[src/rtl/mii_uart_mux.sv]
// mii_uart_mux: merges byte strobes from up to four MII receivers through one shared
// FIFO onto a single UART transmitter, optionally framed with HDLC-style stuffing.
module mii_uart_mux #(
   parameter int CHANNELS   = 2,
   parameter int DEPTH_LOG2 = 7,
   parameter int FRAME_MODE = 1
) (
   input  logic                  clk,
   input  logic                  reset,
   input  logic [CHANNELS-1:0]   ch_rdy,
   input  logic [8*CHANNELS-1:0] ch_q,
   input  logic [CHANNELS-1:0]   ch_en,
   input  logic                  tx_active,
   output logic                  tx_dv,
   output logic [7:0]            tx_byte,
   output logic [CHANNELS-1:0]   overflow,
   output logic [DEPTH_LOG2:0]   fifo_count
);

   typedef enum logic [1:0] {IDLE = 2'd0, EMIT1 = 2'd1, EMIT2 = 2'd2} state_t;

   localparam int DEPTH = 1 << DEPTH_LOG2;
   localparam logic [1:0] KIND_DATA = 2'd0;
   localparam logic [1:0] KIND_SOF  = 2'd1;
   localparam logic [1:0] KIND_EOF  = 2'd2;
   localparam logic [DEPTH_LOG2:0] FULL_CNT = (DEPTH_LOG2+1)'(1) << DEPTH_LOG2;

   logic [CHANNELS-1:0]   rdy_q, en_q;
   logic [CHANNELS-1:0]   pend_sof_q, pend_sof_d, pend_data_q, pend_data_d, pend_eof_q, pend_eof_d;
   logic [8*CHANNELS-1:0] stage_q, stage_d;
   logic [CHANNELS-1:0]   ovf_q, ovf_d;
   logic [1:0]            ptr_q, ptr_d;
   logic [CHANNELS-1:0]   rdy_rise, en_rise, en_fall;

   logic [11:0]           mem [DEPTH];
   logic [DEPTH_LOG2-1:0] wr_ptr_q, rd_ptr_q;
   logic [DEPTH_LOG2:0]   count_q, count_d;
   logic                  full, pop, wr_en, found;
   logic [CHANNELS-1:0]   gnt_oh;
   logic [1:0]            gnt_ch, wr_kind, nxt_ptr;
   logic [7:0]            wr_byte;

   state_t                state_q, state_d;
   logic [11:0]           cur_q, cur_d;
   logic [7:0]            sec_q, sec_d;
   logic                  more_q, more_d;
   logic [1:0]            last_ch_q, last_ch_d;
   logic                  tx_dv_q, tx_dv_d;
   logic [7:0]            tx_byte_q, tx_byte_d;
   logic                  can_issue;
   logic [1:0]            cur_kind, cur_ch;
   logic [7:0]            cur_byte;

   assign rdy_rise = ch_rdy & ~rdy_q;
   assign en_rise  = ch_en & ~en_q;
   assign en_fall  = ~ch_en & en_q;
   assign full     = (count_q == FULL_CNT);
   assign pop      = (state_q == IDLE) && (count_q != (DEPTH_LOG2+1)'(0));

   // Round-robin grant starting at ptr_q; the grant picks SOF, then data, then EOF.
   always_comb begin
      found   = 1'b0;
      gnt_oh  = {CHANNELS{1'b0}};
      gnt_ch  = 2'd0;
      wr_kind = KIND_EOF;
      wr_byte = 8'h00;
      nxt_ptr = ptr_q;
      for (int i = 0; i < CHANNELS; i++) begin
         for (int c = 0; c < CHANNELS; c++) begin
            if (!found && (c == (int'(ptr_q) + i) % CHANNELS) &&
                (pend_sof_q[c] || pend_data_q[c] || pend_eof_q[c])) begin
               found     = 1'b1;
               gnt_oh[c] = 1'b1;
               gnt_ch    = 2'(c);
               nxt_ptr   = 2'((c + 1) % CHANNELS);
               if (pend_sof_q[c]) begin
                  wr_kind = KIND_SOF;
               end else if (pend_data_q[c]) begin
                  wr_kind = KIND_DATA;
                  wr_byte = stage_q[8*c +: 8];
               end else begin
                  wr_kind = KIND_EOF;
               end
            end
         end
      end
      wr_en = found && !full;
      ptr_d = wr_en ? nxt_ptr : ptr_q;
   end

   // Clears from the grant are applied before sets so a same-cycle set wins without overrun.
   always_comb begin
      pend_sof_d  = pend_sof_q;
      pend_data_d = pend_data_q;
      pend_eof_d  = pend_eof_q;
      stage_d     = stage_q;
      ovf_d       = ovf_q;
      for (int c = 0; c < CHANNELS; c++) begin
         if (wr_en && gnt_oh[c]) begin
            case (wr_kind)
               KIND_SOF:  pend_sof_d[c]  = 1'b0;
               KIND_DATA: pend_data_d[c] = 1'b0;
               default:   pend_eof_d[c]  = 1'b0;
            endcase
         end
         if (rdy_rise[c]) begin
            if (pend_data_d[c]) begin
               ovf_d[c] = 1'b1;
            end else begin
               pend_data_d[c]     = 1'b1;
               stage_d[8*c +: 8] = ch_q[8*c +: 8];
            end
         end
         if (FRAME_MODE != 0 && en_rise[c]) begin
            if (pend_sof_d[c]) ovf_d[c] = 1'b1;
            else               pend_sof_d[c] = 1'b1;
         end
         if (FRAME_MODE != 0 && en_fall[c]) begin
            if (pend_eof_d[c]) ovf_d[c] = 1'b1;
            else               pend_eof_d[c] = 1'b1;
         end
      end
   end

   always_comb begin
      case ({wr_en, pop})
         2'b10:   count_d = count_q + (DEPTH_LOG2+1)'(1);
         2'b01:   count_d = count_q - (DEPTH_LOG2+1)'(1);
         default: count_d = count_q;
      endcase
   end

   assign cur_kind  = cur_q[11:10];
   assign cur_ch    = cur_q[9:8];
   assign cur_byte  = cur_q[7:0];
   assign can_issue = !tx_active && !tx_dv_q;

   // Output sequencer: a channel header re-enters EMIT1 so the data byte follows it.
   always_comb begin
      state_d   = state_q;
      cur_d     = cur_q;
      sec_d     = sec_q;
      more_d    = more_q;
      last_ch_d = last_ch_q;
      tx_dv_d   = 1'b0;
      tx_byte_d = tx_byte_q;
      case (state_q)
         IDLE: begin
            if (pop) begin
               cur_d   = mem[rd_ptr_q];
               state_d = EMIT1;
            end
         end
         EMIT1: begin
            if (can_issue) begin
               tx_dv_d = 1'b1;
               more_d  = 1'b0;
               if (FRAME_MODE == 0) begin
                  tx_byte_d = cur_byte;
                  state_d   = IDLE;
               end else if (cur_kind == KIND_SOF) begin
                  tx_byte_d = 8'h7E;
                  sec_d     = 8'h90 | {6'd0, cur_ch};
                  last_ch_d = cur_ch;
                  state_d   = EMIT2;
               end else if (cur_kind == KIND_EOF) begin
                  tx_byte_d = 8'h7E;
                  sec_d     = 8'hA0 | {6'd0, cur_ch};
                  state_d   = EMIT2;
               end else if (cur_ch != last_ch_q) begin
                  tx_byte_d = 8'h7E;
                  sec_d     = 8'h80 | {6'd0, cur_ch};
                  last_ch_d = cur_ch;
                  more_d    = 1'b1;
                  state_d   = EMIT2;
               end else if (cur_byte == 8'h7E || cur_byte == 8'h7D) begin
                  tx_byte_d = 8'h7D;
                  sec_d     = cur_byte ^ 8'h20;
                  state_d   = EMIT2;
               end else begin
                  tx_byte_d = cur_byte;
                  state_d   = IDLE;
               end
            end
         end
         EMIT2: begin
            if (can_issue) begin
               tx_dv_d   = 1'b1;
               tx_byte_d = sec_q;
               state_d   = more_q ? EMIT1 : IDLE;
            end
         end
         default: state_d = IDLE;
      endcase
   end

   always_ff @(posedge clk) begin
      if (wr_en) mem[wr_ptr_q] <= {wr_kind, gnt_ch, wr_byte};
   end

   always_ff @(posedge clk) begin
      if (reset) begin
         rdy_q       <= {CHANNELS{1'b0}};
         en_q        <= {CHANNELS{1'b0}};
         pend_sof_q  <= {CHANNELS{1'b0}};
         pend_data_q <= {CHANNELS{1'b0}};
         pend_eof_q  <= {CHANNELS{1'b0}};
         stage_q     <= {(8*CHANNELS){1'b0}};
         ovf_q       <= {CHANNELS{1'b0}};
         ptr_q       <= 2'd0;
         wr_ptr_q    <= DEPTH_LOG2'(0);
         rd_ptr_q    <= DEPTH_LOG2'(0);
         count_q     <= (DEPTH_LOG2+1)'(0);
         state_q     <= IDLE;
         cur_q       <= 12'h000;
         sec_q       <= 8'h00;
         more_q      <= 1'b0;
         last_ch_q   <= 2'd3;
         tx_dv_q     <= 1'b0;
         tx_byte_q   <= 8'h00;
      end else begin
         rdy_q       <= ch_rdy;
         en_q        <= ch_en;
         pend_sof_q  <= pend_sof_d;
         pend_data_q <= pend_data_d;
         pend_eof_q  <= pend_eof_d;
         stage_q     <= stage_d;
         ovf_q       <= ovf_d;
         ptr_q       <= ptr_d;
         wr_ptr_q    <= wr_en ? wr_ptr_q + DEPTH_LOG2'(1) : wr_ptr_q;
         rd_ptr_q    <= pop ? rd_ptr_q + DEPTH_LOG2'(1) : rd_ptr_q;
         count_q     <= count_d;
         state_q     <= state_d;
         cur_q       <= cur_d;
         sec_q       <= sec_d;
         more_q      <= more_d;
         last_ch_q   <= last_ch_d;
         tx_dv_q     <= tx_dv_d;
         tx_byte_q   <= tx_byte_d;
      end
   end

   assign tx_dv      = tx_dv_q;
   assign tx_byte    = tx_byte_q;
   assign overflow   = ovf_q;
   assign fifo_count = count_q;

endmodule

[config.mk]
export PLATFORM = sky130hd
export DESIGN_NAME = mii_uart_mux
export DESIGN_NICKNAME = d
export VERILOG_FILES = /design/src/rtl/mii_uart_mux.sv
export SDC_FILE = /design/constraint.sdc
export NUM_CORES = 2
export LEC_CHECK = 0
export BUFFER_PORTS_ARGS = -buffer_cell sky130_fd_sc_hd__buf_4
export CAP_MARGIN = 0
export CORE_MARGIN = 2
export CORE_UTILIZATION = 49
export CTS_CLUSTER_DIAMETER = 60
export CTS_CLUSTER_SIZE = 30
export DETAILED_ROUTE_END_ITERATION = 10
export PLACE_DENSITY = 0.63
export SKIP_LAST_GASP = 1
export SLEW_MARGIN = 30
export SYNTH_ARGS = -nofsm -noshare
export SYNTH_HDL_FRONTEND = slang
export SYNTH_SLANG_ARGS = --single-unit
[constraint.sdc]
create_clock -name clk -period 4.8 [get_ports clk]
set_clock_uncertainty 0.2 [all_clocks]
set_input_delay 0.96 -clock clk [delete_from_list [all_inputs] [get_ports clk]]
set_output_delay 0.96 -clock clk [all_outputs]
set_load 0.01 [all_outputs]
# == Word-level counts from Yosys, hierarchy flattened ==
# Memory sizes are Yosys's and may differ from the RTL's. A register that Yosys moved wholly into a read port is not among the register bits.
# Cells that the tools add are included.
# word_totals
regBits,73
mem_bits_rw,1536
inputBits,23
mem_count,1
# classes
n_addsub,5
eq_ne,16
muxes,94
bitwise,11
reduce_logical,45
# mem_list
name,depth,width,rd,rd_clocked_by_memory_dff,write_ports,line,rtl
mem,128,12,1,1,1,35,logic [11:0] mem [DEPTH];
# op_table
operator,n
8-bit 2-to-1 mux,22
32-bit logical NOT,2
1-bit 2-to-1 mux,49
2-bit 2-to-1 mux,20
8-bit case mux with 2 select lines,2
8-bit by 7-bit equality test with 1-bit output (second input constant),2
7-bit by 1-bit adder with 7-bit output (second input constant),2
1-bit logical AND,12
2-bit AND reduction,5
3-bit AND reduction,3
8-bit by 1-bit adder with 8-bit output (second input constant),1
2-bit by 1-bit equality test with 1-bit output (second input constant),4
8-bit equality test (second input constant),1
2-bit != test (second input constant),4
4-bit nonzero test,2
8-bit nonzero test,1
8-bit by 1-bit subtractor with 8-bit output (second input constant),1
2-bit AND,3
2-bit equality test (second input constant),3
1-bit logical NOT,6
2-bit NOT,3
2-bit case mux with 3 select lines,1
2-bit nonzero test,3
2-bit OR reduction,3
8 further kinds,16

# == Logic depth before layout (Yosys ltp) ==
# depth
word_depth,25
depth_mapped,13

# == Least setup slack after synthesis ==
# Ideal clock, no wire load.
# synth_path
path_kind,register to register
startpoint,register pend_data_q[1]
endpoint,"memory mem[0][0], data pin"
setup_time_ps,533
arrival_time_ps,3218
t_required_ps,4067
setup_slack_ps,850
stages_incl_launch_ff,5
path_buffers,0
cell_sequence,dfxtp_1 -> or3_4 -> and2_1 -> nor3b_1 -> a22o_1
# synth_via
elab_chain_len,12
elab_cells_between_ends,20
# synth_lines
item,line,rtl
start: declaration,29,"logic [CHANNELS-1:0] pend_sof_q, pend_sof_d, pend_data_q, pend_data_d, pend_eof_q, pend_eof_d;"
start signal: assignment,206,pend_data_q <= {CHANNELS{1'b0}};
start signal: assignment,225,pend_data_q <= pend_data_d;
"parallel branches: the longest is 11 deep, another holds 8-bit 2-to-1 mux",--,
8-bit 2-to-1 mux (*),70,if (!found && (c == (int'(ptr_q) + i) % CHANNELS) &&
named net wr_byte[0],41,logic [7:0] wr_byte;
end: declaration,35,
# Mark *: on every way through the listed nets, which the timed path passes.

# == Worst setup path in the final report ==
# layout_path
startpoint,register pend_data_q[0]
endpoint,"register count_q[7], in the netlist fifo_count[7]"
# layout_via
elab_chain_len,19
elab_cells_between_ends,21
# layout_lines
item,line,rtl
1-bit logical OR (*) (2 in series),71,(pend_sof_q[c] || pend_data_q[c] || pend_eof_q[c])) begin
1-bit logical AND,70,
1-bit 2-to-1 mux,70,
1-bit logical NOT,70,
1-bit logical AND (2 in series),70,
1-bit 2-to-1 mux,70,
1-bit logical NOT,70,
1-bit logical AND (2 in series),70,
1-bit 2-to-1 mux (*),70,
1-bit logical NOT,70,
1-bit logical AND (2 in series),70,
1-bit 2-to-1 mux (*),70,
1-bit logical AND (*),87,wr_en = found && !full;
2-bit by 1-bit equality test with 1-bit output / 2-bit equality test (equally long branches),126,"case ({wr_en, pop})"
8-bit case mux with 2 select lines / 2-bit nonzero test (equally long branches),--,
end signal: assignment,213,count_q <= (DEPTH_LOG2+1)'(0);
end signal: assignment,232,count_q <= count_d;
end: declaration,37,"logic [DEPTH_LOG2:0] count_q, count_d;"
# Mark *: on every way between the ends. The rest lies on a longest branch, timed or not.
# A chain may end at the register's enable or synchronous reset.

==> metrics.cfg <==
[floorplan]
io_pins = 42
fp.dieH_um = 349
die_area_um2 = 122000
coreArea_um2 = 118000
start_util = 0.494
rows = 126
die_w_um = 349

[drt]
ant_nets = 0
firstDrtPassIters = 6
vias = 29913
drc = 0
routed_via_density = 6.28
drt-wirelength-per-cell_um = 30.4
drt-total-wl_um = 145000
drt_iter0_markers = 3510

[timing]
min_period_over_period = 0.821
worst_slack_ps = 859
timing.hold.ws_ps = 232
layout_min_cycle_time_ps = 3940
setup_tns_ps = 0
rsz0062_at_grt = no
slew_headroom = 0.334
setup_viol = 0
fmax_mhz = 254
hold_viol = 0
worst_pin_slew_ps = 993
slew_viol_final = 0

[grt]
grt_max_degree = 91
grt.total_usage = 0.239
grt_pass1_vias = 29810
antenna_found_initial = 1
overflow = 0
grt_pass1_wl_um = 211000

[worst_setup_path]
arrival_ps = 4360
worst-setup-path-type = flip-flop to flip-flop
cp_max_fo = 9
worstPathRequired_ps = 5220
startpoint_type = flip-flop
critPathCaptureType = flip-flop

[logic_synthesis]
synthTopCellsByArea = edfxtp_1, mux4_2, mux2i_1
synthCells = 3001
yosys.area.top_type = edfxtp_1
yosys_warnings = 0
synth_seq_area_share = 0.753
post-synth-top-area-fraction = 0.724
synth_edf_count = 1408
synthesis.area_um2 = 58400
yosysMostFrequentCell = edfxtp_1
synthArstFlopShare = 0
syn_nets = 3040
dominantRegCellSynth = edfxtp_1
syn_area_per_cell_um2 = 19.5
synth_commonest_cells = edfxtp_1, mux4_2, mux2i_1
synth-seq-cells = 1492
synth.distinct_cells = 77

[finish]
finalNonFillerCells = 4760
fin_nets = 3173
drive_gt1_frac = 0.243
num-fill-cells = 8745
antennaDiodeCount = 0
fin_util = 0.553
area_growth_pct = 11.9

[run_status]
status = finished clean

[job]
cap_violations = 0

[clock_network]
cts_setup_buffers = 0
cts_root_buf = clkbuf_16
holdBufCountCts = 0
clk_latency_ps = 710
cts_tree = built
ctsHtreeMaxLevel = 3
cts_buffers = 105
clkTransAtPathRegs_ps = 90
clock_path_buffers = 3
clock-sinks = 1492
cts.repair.resized = 0

[placement]
port_buffers = 41
dp_hpwl_um = 90200
place.gp.congestion = 0.897
dpl.cell_count = 4560
pre_cts_ws_ps = 891

[power_and_ir_drop]
leakagePower_nw = 20.1
powerDensity_nw_per_um2 = 491
ir_drop_uv = 358

[min_path]
hp-class = input port to flip-flop

path summary, 6_finish.rpt:
kind         depth (start not counted)             to  slack, ps           start
max                                 12  fifo_count[7]        860  pend_data_q[0]
min                                  2          tx_dv        230       tx_active
max reg2reg                         12  fifo_count[7]        860  pend_data_q[0]
min reg2reg                          2       sec_q[5]        260        sec_q[5]
worst max-delay path, stage by stage, from the launching register on:
cell       delay, ps
dfxtp_1          390
nor3_1           450
nand2b_1         150
and2_1           260
inv_1            140
ha_1             380
ha_1             310
a21o_1           190
a211o_1          310
a2111oi_0        470
o21ai_0          250
a21o_1           220
a21oi_1          130
cells by family after synthesis:
group                    Yosys count  share of synthesized area
buffers and inverters            176                     0.0152
XOR/XNOR                          18                    0.00270
adder cells (fa/ha/maj)           17                    0.00375
AND/OR/NAND/NOR                  443                     0.0347
multiplexers                     548                      0.154
flip-flops                      1492                      0.753
AO/OA/AOI/OAI                    307                     0.0370
cells in the final DEF, fill, tap and decap left out, types with 7 or more instances in the layout:
| cell type | count |
|---|---|
| inv_1 | 13 |
| and2_1 | 8 |
| nand4_1 | 7 |
| o21ai_0 | 29 |
| a221oi_1 | 22 |
| buf_12 | 16 |
| nor2_2 | 88 |
| nor4_1 | 7 |
| nand2_1 | 76 |
| edfxtp_1 | 1408 |
| nor2b_1 | 24 |
| a211oi_1 | 21 |
| dfxtp_1 | 81 |
| nand2b_1 | 14 |
| buf_4 | 168 |
| o221ai_1 | 18 |
| nor3_1 | 18 |
| inv_12 | 15 |
| nand3_1 | 37 |
| clkinv_8 | 18 |
| a22o_4 | 8 |
| xor2_1 | 9 |
| ha_1 | 15 |
| mux4_2 | 277 |
| o22ai_1 | 52 |
| or3_1 | 11 |
| mux2_2 | 14 |
| a22oi_1 | 30 |
| mux2i_1 | 256 |
| inv_6 | 18 |
| a21oi_1 | 61 |
| clkbuf_16 | 106 |
| xnor2_1 | 9 |
| nor2_1 | 128 |
| inv_8 | 11 |
registers in the layout, summed over array words and instances, names as in the netlist, 2 cells and up:
name	flops
cur_q	11
en_q	2
fifo_count	8
last_ch_q	2
mem	1408
overflow	2
pend_data_q	2
pend_eof_q	2
pend_sof_q	2
rd_ptr_q	7
rdy_q	2
sec_q	8
stage_q	16
state_q	2
tx_byte	8
wr_ptr_q	7
layer usage:
metal  vias up  wire [um]  global-route usage
li1      12574          -                   -
met1     15753      59200               0.344
met2      1369      68200               0.372
met3       215      12600              0.0435
met4         2       4720              0.0813
met5         -         18                   0
cell type report:
class                      instances  area [um2]  area share
clock inverter                    87        1230      0.0189
clock buffer                     110        2670      0.0408
multi-input combinational       1333       13800       0.212
inverter                          17        71.3     0.00109
sequential                      1492       44000       0.673
tap                             1536        1920      0.0294
timing repair buffer             185        1610      0.0246
power by group:
part	total, W	switching (W)	internal [W]
clock network	0.00989	0.00515	0.00474
registers	0.0150	0.000331	0.0146
logic	0.00718	0.00429	0.00289
total	0.0320	0.00977	0.0223
metrics by stage:
stage / cell area [um2] / power, W
floorplan: 58400 / 0.0198
global placement: 61100 / 0.0223
detailed placement: 61300 / 0.0224
CTS: 65200 / 0.0322
global route: 65300 / 0.0331
finish: 65300 / 0.0320
(Power assumes the default switching activity.)
